==> src/rtl/div_unit.sv <==
// Iterative radix-2 restoring divider for RV32M DIV/DIVU/REM/REMU.
// One quotient bit per enabled cycle; sign fix-up when the result is loaded.
module div_unit #(
  parameter int XLEN  = 32,
  parameter int CNT_W = 6
) (
  input  logic            clk_i,
  input  logic            reset_i,
  input  logic            clk_en_i,
  input  logic            kill_i,
  input  logic            req_valid_i,
  output logic            req_ready_o,
  input  logic [1:0]      req_op_i,
  input  logic [XLEN-1:0] req_left_i,
  input  logic [XLEN-1:0] req_right_i,
  output logic            rsp_valid_o,
  input  logic            rsp_ready_i,
  output logic [XLEN-1:0] rsp_result_o
);

  typedef enum logic [1:0] {
    IDLE,
    BUSY,
    DONE
  } state_e;

  localparam logic [XLEN-1:0] MIN_NEG = {1'b1, {(XLEN-1){1'b0}}};

  state_e            state_q;
  logic [CNT_W-1:0]  cnt_q;
  logic              is_rem_q;
  logic              neg_q_q;
  logic              neg_r_q;
  logic [XLEN-1:0]   rem_q;
  logic [XLEN-1:0]   quo_q;
  logic [XLEN-1:0]   dsr_q;

  logic              sgn_op;
  logic              l_neg;
  logic              r_neg;
  logic [XLEN-1:0]   l_mag;
  logic [XLEN-1:0]   r_mag;
  logic              div_zero;
  logic              ovf;
  logic [XLEN-1:0]   spec_res;
  logic [XLEN:0]     sh;
  logic [XLEN:0]     diff;
  logic              ge;
  logic [XLEN-1:0]   rem_nx;
  logic [XLEN-1:0]   quo_nx;
  logic [XLEN-1:0]   fin_res;

  assign req_ready_o = (state_q == IDLE);

  always_comb begin
    sgn_op   = ~req_op_i[0];
    l_neg    = sgn_op & req_left_i[XLEN-1];
    r_neg    = sgn_op & req_right_i[XLEN-1];
    l_mag    = l_neg ? ('0 - req_left_i) : req_left_i;
    r_mag    = r_neg ? ('0 - req_right_i) : req_right_i;
    div_zero = (req_right_i == '0);
    ovf      = sgn_op && (req_left_i == MIN_NEG)
             && (req_right_i == '1);
    spec_res = '0;
    unique case (1'b1)
      div_zero && req_op_i[1]:  spec_res = req_left_i;
      div_zero && !req_op_i[1]: spec_res = '1;
      !div_zero && req_op_i[1]: spec_res = '0;
      default:                  spec_res = MIN_NEG;
    endcase
  end

  // Working remainder is one bit wider so the shifted value never overflows
  always_comb begin
    sh     = {rem_q, quo_q[XLEN-1]};
    diff   = sh - {1'b0, dsr_q};
    ge     = ~diff[XLEN];
    rem_nx = ge ? diff[XLEN-1:0] : sh[XLEN-1:0];
    quo_nx = {quo_q[XLEN-2:0], ge};
    if (is_rem_q)
      fin_res = neg_r_q ? ('0 - rem_nx) : rem_nx;
    else
      fin_res = neg_q_q ? ('0 - quo_nx) : quo_nx;
  end

  always_ff @(posedge clk_i) begin
    if (reset_i) begin
      state_q      <= IDLE;
      cnt_q        <= '0;
      is_rem_q     <= 1'b0;
      neg_q_q      <= 1'b0;
      neg_r_q      <= 1'b0;
      rem_q        <= '0;
      quo_q        <= '0;
      dsr_q        <= '0;
      rsp_valid_o  <= 1'b0;
      rsp_result_o <= '0;
    end else if (clk_en_i) begin
      if (kill_i) begin
        state_q     <= IDLE;
        rsp_valid_o <= 1'b0;
      end else begin
        unique case (state_q)
          IDLE: begin
            if (req_valid_i) begin
              is_rem_q <= req_op_i[1];
              neg_q_q  <= l_neg ^ r_neg;
              neg_r_q  <= l_neg;
              rem_q    <= '0;
              quo_q    <= l_mag;
              dsr_q    <= r_mag;
              if (div_zero || ovf) begin
                state_q      <= DONE;
                rsp_valid_o  <= 1'b1;
                rsp_result_o <= spec_res;
              end else begin
                state_q <= BUSY;
                cnt_q   <= CNT_W'(XLEN-1);
              end
            end
          end
          BUSY: begin
            rem_q <= rem_nx;
            quo_q <= quo_nx;
            if (cnt_q == '0) begin
              state_q      <= DONE;
              rsp_valid_o  <= 1'b1;
              rsp_result_o <= fin_res;
            end else begin
              cnt_q <= cnt_q - 1'b1;
            end
          end
          DONE: begin
            if (rsp_ready_i) begin
              state_q     <= IDLE;
              rsp_valid_o <= 1'b0;
            end
          end
          default: begin
            state_q     <= IDLE;
            rsp_valid_o <= 1'b0;
          end
        endcase
      end
    end
  end

endmodule
==> config.mk <==
export PLATFORM = sky130hd
export DESIGN_NAME = div_unit
export DESIGN_NICKNAME = d
export VERILOG_FILES = /design/src/rtl/div_unit.sv
export SDC_FILE = /design/constraint.sdc
export NUM_CORES = 1
export LEC_CHECK = 0
export ABC_CLOCK_PERIOD_IN_PS = 5700
export CORE_MARGIN = 2
export CORE_UTILIZATION = 25
export CTS_CLUSTER_DIAMETER = 120
export DETAILED_ROUTE_END_ITERATION = 7
export GPL_ROUTABILITY_DRIVEN = 1
export RECOVER_POWER = 100
export SLEW_MARGIN = 5
export SYNTH_ARGS = -nofsm -noshare
export SYNTH_HDL_FRONTEND = slang
export SYNTH_SLANG_ARGS = --single-unit
==> constraint.sdc <==
create_clock -name clk_i -period 5.7 [get_ports clk_i]
set_input_delay 1.71 -clock clk_i [delete_from_list [all_inputs] [get_ports clk_i]]
set_output_delay 1.71 -clock clk_i [all_outputs]
set_load 0.02 [all_outputs]
==> results of run 1 <==
worst min-delay path, stage by stage, from the launching register on:
cell,delay [ps]
dfxtp_1,310
nand2_1,50
a21oi_1,50
state kept, by name, indices dropped and copies added, names as in the netlist, 2 cells and up:
name and flops:
rsp_result_o 32, state_q 2, cnt_q 6, dsr_q 32, quo_q 32, rem_q 32
final cells by class:
cell class / count / share of cell area
well taps: 600 / 0.0549
diodes: 1 / 0.000183
inverters: 65 / 0.0178
multi-input cells: 1273 / 0.586
clock inverters: 12 / 0.0102
flip-flops and latches: 140 / 0.205
repair buffers: 137 / 0.0935
clock buffers: 20 / 0.0327
worst min-delay path by stage:
| stage | startpoint | to | slack [ps] | cells after the start |
|---|---|---|---|---|
| after global placement | dsr_q[31] | dsr_q[31] | 440 | 2 |
| after global routing | dsr_q[31] | dsr_q[31] | 470 | 2 |
| after detailed placement | dsr_q[31] | dsr_q[31] | 450 | 2 |
| after floorplan | dsr_q[31] | dsr_q[31] | 430 | 2 |
| final | dsr_q[31] | dsr_q[31] | 450 | 2 |
| after CTS | dsr_q[31] | dsr_q[31] | 460 | 2 |
cells in the final DEF, fill, tap and decap left out, types with 7 or more instances in the layout:
| cell | Yosys | layout |
|---|---|---|
| o211ai_1 | 27 | 27 |
| or3_1 | 22 | 22 |
| mux2_2 | 12 | 7 |
| nor2_1 | 236 | 235 |
| o41ai_1 | 10 | 10 |
| o21ai_1 | 12 | 10 |
| mux2i_1 | 22 | 22 |
| or4_1 | 15 | 15 |
| xor2_1 | 67 | 67 |
| nand2b_1 | 20 | 19 |
| a311oi_1 | 12 | 12 |
| clkbuf_16 | 0 | 17 |
| o31ai_1 | 21 | 21 |
| dfxtp_1 | 140 | 140 |
| o21ai_0 | 105 | 107 |
| dlygate4sd3_1 | 0 | 36 |
| a31oi_1 | 13 | 13 |
| clkdlybuf4s50_1 | 0 | 68 |
| xnor2_1 | 69 | 69 |
| a21o_1 | 11 | 11 |
| inv_1 | 63 | 64 |
| ha_1 | 39 | 39 |
| nand3_1 | 14 | 14 |
| clkbuf_1 | 75 | 7 |
| or2_2 | 7 | 7 |
| a211oi_1 | 70 | 70 |
| buf_4 | 7 | 25 |
| a21oi_1 | 145 | 145 |
| nand2_1 | 107 | 107 |
| a22oi_1 | 18 | 18 |
| nor3_1 | 51 | 51 |
| nor4_1 | 22 | 22 |
| nand4_1 | 19 | 20 |
cell families (layout without fill, tap and decap cells):
| kind of cell | after synthesis | count (layout) |
|---|---|---|
| AO/OA/AOI/OAI | 514 | 514 |
| XOR/XNOR | 136 | 136 |
| adder cells (fa/ha/maj) | 40 | 40 |
| buffers and inverters | 162 | 234 |
| flip-flops | 140 | 140 |
| multiplexers | 35 | 35 |
| other | 0 | 1 |
| AND/OR/NAND/NOR | 548 | 548 |
routing by layer:
metal  up-vias  track usage
met1      5784        0.226
met4         0       0.0662
li1       5858            -
met5         -            0
met2       399        0.285
met3        58       0.0298
where the power goes:
group	internal, mW	total (mW)	switching [mW]
logic	0.362	0.961	0.599
registers	1.01	1.05	0.0376
clock network	0.660	1.15	0.485
total	2.03	3.16	1.12
==> summary.txt, run 1 <==
Worst setup path
  • R2R Path End: rsp_result_o[31]
  • Kind of critical path: reg -> reg
  • Critical Path Max Stage Delay: around 620 ps
  • Critical Path Start: rem_q[11]
  • Internal reg-to-reg setup slack: 390 ps
  • Worst Path Required: between 5000 and 6000 ps
  • Launch point of the worst reg-to-reg path: rem_q[11]
  • Critical path buffers and inverters: 3
  • CP max FO: 13
  • WP data arrival: about 5600 ps
  • Crit path cell chain: ha_1 > nand4_1 > a2111oi_2 > o21a_1 > o211ai_1 > a211oi_4 > inv_1 > clkbuf_1 > a311oi_1 > buf_4 > a21oi_1 > or3_1 > o41ai_1 > a31oi_1
  • Worst path depth: 14
  • Critical path's top delay family: compound AO/OA/AOI/OAI gates
  • Slowest CP cell: a211oi_4
  • Worst Reg-to-Reg Cells: 14
  • Worst Setup EP: rsp_result_o[31]
  • Launching element type of the critical path: flop
  • Critical Path End Type: flop

Routing
  • Via density: between 5 and 6
  • Met3 WL: about 2.7 mm
  • Routed wire length: 42.2 mm
  • Uppermost layer routed: met4
  • Initial DRC count: 936
  • Drt drc: 0
  • Drt pass-1 iters: 5
  • Met1 wire length: 18.6 mm
  • Antenna viol nets, final: 0
  • Post-DR wirelength/cell: ~19 um
  • Vias: 12099
  • WL met2: 19.6 mm

Layout
  • Post-Layout Cell Count: 2248
  • Layout cells sized above 1: 0.0583
  • Util after Layout: 0.302
  • Reg area: 2800 um2
  • Filler instances: ~4900
  • Multi-input combinational cell area: approximately 8000 um2
  • Area grow syn2layout: 19.3%
  • Post-route cell area: 13700 um2
  • # nets final: 1746

Status
  • Failing checks: capacitance limit, slew limit
  • Status: finished, violations left

CTS
  • # hold bufs at CTS: 0
  • CTS tree: built
  • Clk slew on worst S/H paths: 60 ps
  • Htree depth: 4
  • Maximum root-to-sink buffer count: 2
  • CTS buffer count: 17
  • Clock root buffer master: clkbuf_16
  • Post-cts sizing count: 0
  • Post-CTS setup buffers: 0
  • Sink Count: 140
  • Clk_lat worst skew: 440 ps

Synthesis
  • Synth async-reset ratio: 0
  • Sequential area share after synthesis: 0.245
  • Post-synth EDFFs: 0
  • Syn_area_per_cell: 7.27 um2
  • Syn Inst Count: ~1600
  • Mux cell area share after synthesis: 0.0320
  • Largest family of logic cells by synthesized area: compound AO/OA/AOI/OAI gates
  • Count leader, synth: nor2_1
  • Area share of fa/ha/maj cells after synthesis: 0.0443
  • Commonest cells post-synth: nor2_1 (236), a21oi_1 (145), dfxtp_1 (140)
  • Yosys reg bits: 140
  • Top post-synthesis cells by area: dfxtp_1 (24%), nor2_1 (7.7%), a21oi_1 (6.3%), xnor2_1 (5.3%), xor2_1 (5.1%)
  • Synth Area in Simple Gates: 0.224
  • Top FF cell, synth: dfxtp_1
  • Post-synthesis xor/xnor area fraction: 0.104
  • Yosys warns: 0
  • Synth Net Count: 1687
  • Top cell type by total area after synthesis: dfxtp_1
  • Complex-gate fraction of the synthesized area: 0.295
  • Synth top area share: 0.245
  • Mapped Area: 11500 um2
  • Synth cell types: between 80 and 90

GRT
  • Initial antenna violation count: 0
  • First-pass GRT wire length: 64.7 mm
  • Overflow after GRT: 0
  • Total track usage: 0.174
  • Largest net degree at the start of global routing: 103
  • Number of global-route vias before repair: 11184

STA
  • RSZ-0062 raised after global routing: no
  • Max-slew violations: 37
  • Clock skew: between 10 and 15 ps
  • Final hold vios: 0
  • Crit path time final: 5310 ps
  • Period Utilization, post-route: 0.932
  • Slew Limit Headroom: -0.0835
  • Final hold slack: 453 ps
  • Final setup viols: 0
  • Tightest Pin Transition: 1630 ps
  • Fmax: 0.188 GHz
  • Final WS setup: 386 ps
  • TNS Setup: 0 ps

Floorplan
  • Die area: 47600 um2
  • Die X: 218 um
  • IO Count: 106
  • Core area: roughly 45000 um2
  • Die height: 218 um
  • FP Rows: 78
  • Initial Utilization: 0.253

Power
  • LEAKAGE: 4.95 nW
  • Peak VDD IR: 0.176 mV
  • Total power: 3.16 mW
  • Cell area power density: 231 nW/um2

Place
  • Placed Instances: approximately 2200
  • Final HPWL DP: about 33 mm
  • # port buffers: ~110
  • Pre-CTS WS: 329 ps
  • GPL Wtd Cong: 0.921
  • Area after DPL: around 13000 um2

Hold path
  • Hold/Removal Path Class: reg -> reg

Run
  • Max-cap violations: 1
Power figures use the tool's default switching activity.
==> run 2: changes to the inputs <==
--- a/config.mk
+++ b/config.mk
@@ -12,6 +12,7 @@
 export DETAILED_ROUTE_END_ITERATION = 7
 export GPL_ROUTABILITY_DRIVEN = 1
 export RECOVER_POWER = 100
+export REMOVE_ABC_BUFFERS = 1
 export SLEW_MARGIN = 5
 export SYNTH_ARGS = -nofsm -noshare
 export SYNTH_HDL_FRONTEND = slang
==> summary.txt, run 2 (same netlist as run 1, synthesis figures left out) <==
Status
  • Status: finished, violations left
  • Failing checks: capacitance limit, slew limit

STA
  • Final setup viols: 0 (unchanged)
  • Clock skew: 13.8 ps (-0.0313 ps)
  • Tightest Pin Transition: 2730 ps (+1110 ps)
  • Crit path time final: 5310 ps (-7.94 ps)
  • RSZ-0062 raised after global routing: no
  • Final hold vios: 0 (unchanged)
  • Slew Limit Headroom: -0.821 (-0.738)
  • Period Utilization, post-route: 0.931 (-0.00139)
  • Fmax: 0.188 GHz (+0.15%)
  • TNS Setup: 0 ps (unchanged)
  • Max-slew violations: 65 (+76%)

GRT
  • Largest net degree at the start of global routing: 89 (-14%)
  • First-pass GRT wire length: 63.4 mm (-2.0%)
  • Total track usage: 0.169 (-0.00521)
  • Overflow after GRT: 0 (unchanged)
  • Initial antenna violation count: 2 (+2)
  • Number of global-route vias before repair: 11451 (+2.4%)

Worst setup path
  • WP data arrival: 5580 ps (about the same)
  • CP max FO: 12 (-1)
  • Worst Path Required: 5980 ps (about the same)
  • Kind of critical path: in -> reg
  • Critical Path End Type: flop
  • Slowest CP cell: dlygate4sd3_1
  • Launching element type of the critical path: primary input
  • Critical Path Max Stage Delay: 600 ps (-20 ps)
  • Crit path cell chain: dlygate4sd3_1 > or4_1 > or4_1 > nor4_1 > clkbuf_1 > and4b_1 > and3_1 > nor2_1 > a221o_1 > clkbuf_1 > clkbuf_2 > a211oi_1 > nor3_1

CTS
  • # hold bufs at CTS: 0 (unchanged)
  • Clk_lat worst skew: 440 ps (about the same)
  • Sink Count: 140 (unchanged)
  • CTS buffer count: 17 (unchanged)
  • Htree depth: 4 (unchanged)
  • Post-cts sizing count: 0 (unchanged)
  • Clock root buffer master: clkbuf_16
  • Post-CTS setup buffers: 0 (unchanged)
  • Clk slew on worst S/H paths: 60 ps (about the same)
  • Maximum root-to-sink buffer count: 2 (unchanged)
  • CTS tree: built

Layout
  • Post-route cell area: 13700 um2 (+0.40%)
  • Commonest non-fill, non-tap cell in the layout: nor2_1
  • Post-Layout Cell Count: 2251 (+0.13%)
  • # nets final: 1751 (+0.29%)
  • Filler instances: 4941 (-0.16%)
  • Area grow syn2layout: 19.8%
  • # diodes: 0 (-1)
  • Most frequent cells in the layout: nor2_1 (235), a21oi_1 (145), dfxtp_1 (140)
  • Layout cells sized above 1: 0.0551 (-0.00317)

Floorplan
  • Die area: 47600 um2 (unchanged)
  • Die X: 218 um (unchanged)
  • Die height: 218 um (unchanged)
  • Core area: 45300 um2 (unchanged)
  • FP Rows: 78 (unchanged)
  • Initial Utilization: 0.253 (unchanged)
  • IO Count: 106 (unchanged)

Run
  • Max-cap violations: 1 (unchanged)

Place
  • Final HPWL DP: 30.9 mm (-5.0%)
  • Area after DPL: 13200 um2 (+0.29%)
  • GPL Wtd Cong: 0.890 (-3.4%)
  • # port buffers: 105 (unchanged)
  • Placed Instances: 2220 (+0.23%)

Routing
  • Drt drc: 0 (unchanged)
  • Post-DR wirelength/cell: 18.1 um (-3.6%)
  • Via density: 5.33 (-0.99%)
  • Vias: 11995 (-0.86%)
  • Initial DRC count: 926 (-1.1%)
  • Antenna viol nets, final: 0 (unchanged)
  • Routed wire length: 40.7 mm (-3.5%)
  • Drt pass-1 iters: 5 (unchanged)

Power
  • Cell area power density: 232 nW/um2 (+0.47%)
  • LEAKAGE: 4.98 nW (+0.59%)
  • Peak VDD IR: 0.216 mV (+23%)

Hold path
  • Hold/Removal Path Class: reg -> reg
==> run 2: stage by stage <==
stage / util / total power [mW] / worst slack, ps / hold WS [ps]
floorplan: - / 1.68 / 138 / 426
global placement: 0.290 / 1.99 / 315 / 443
detailed placement: 0.290 / 2.00 / 248 / 453
CTS: 0.304 / 3.20 / 599 / 461
global route: 0.303 / 3.34 / 110 / 489
finish: 0.303 / 3.18 / 394 / 456
==> run 2: final timing paths <==
kind | startpoint | to | slack, ps | cells after the start
worst max-delay path | req_left_i[7] | rsp_result_o[19] | 390 | 13
worst max register to register | quo_q[31] | rsp_result_o[25] | 490 | 15
worst min register to register | dsr_q[31] | dsr_q[31] | 460 | 2
worst min-delay path | dsr_q[31] | dsr_q[31] | 460 | 2
==> run 2: final cells by class <==
cell class                 count  area (um2)  share of cell area
tap                          600         751              0.0547
timing repair buffer         142        1300              0.0946
clock inverter                 9         135             0.00985
clock buffer                  22         484              0.0353
sequential                   140        2800               0.204
inverter                      65         244              0.0178
multi-input combinational   1273        8010               0.584
==> run 2: worst max-delay path, delay by kind of cell <==
| kind | cells | cell delay [ps] |
|---|---|---|
| AOI/OAI and AO/OA | 2 | 650 |
| buffers and inverters | 4 | 1330 |
| and+or+nand+nor | 7 | 1900 |
==> run 2: routing by layer <==
| layer | global-route usage | vias up | part of all wire |
|---|---|---|---|
| li1 | - | 5868 | - |
| met1 | 0.213 | 5740 | 0.44 |
| met2 | 0.294 | 326 | 0.49 |
| met3 | 0.0247 | 59 | 0.046 |
| met4 | 0.0508 | 2 | 0.022 |
| met5 | 0 | - | 0.00032 |
==> run 2: power breakdown <==
group,internal (mW),switching (mW)
logic,0.357,0.580
registers,1.01,0.0353
clock network,0.734,0.465
total,2.10,1.08
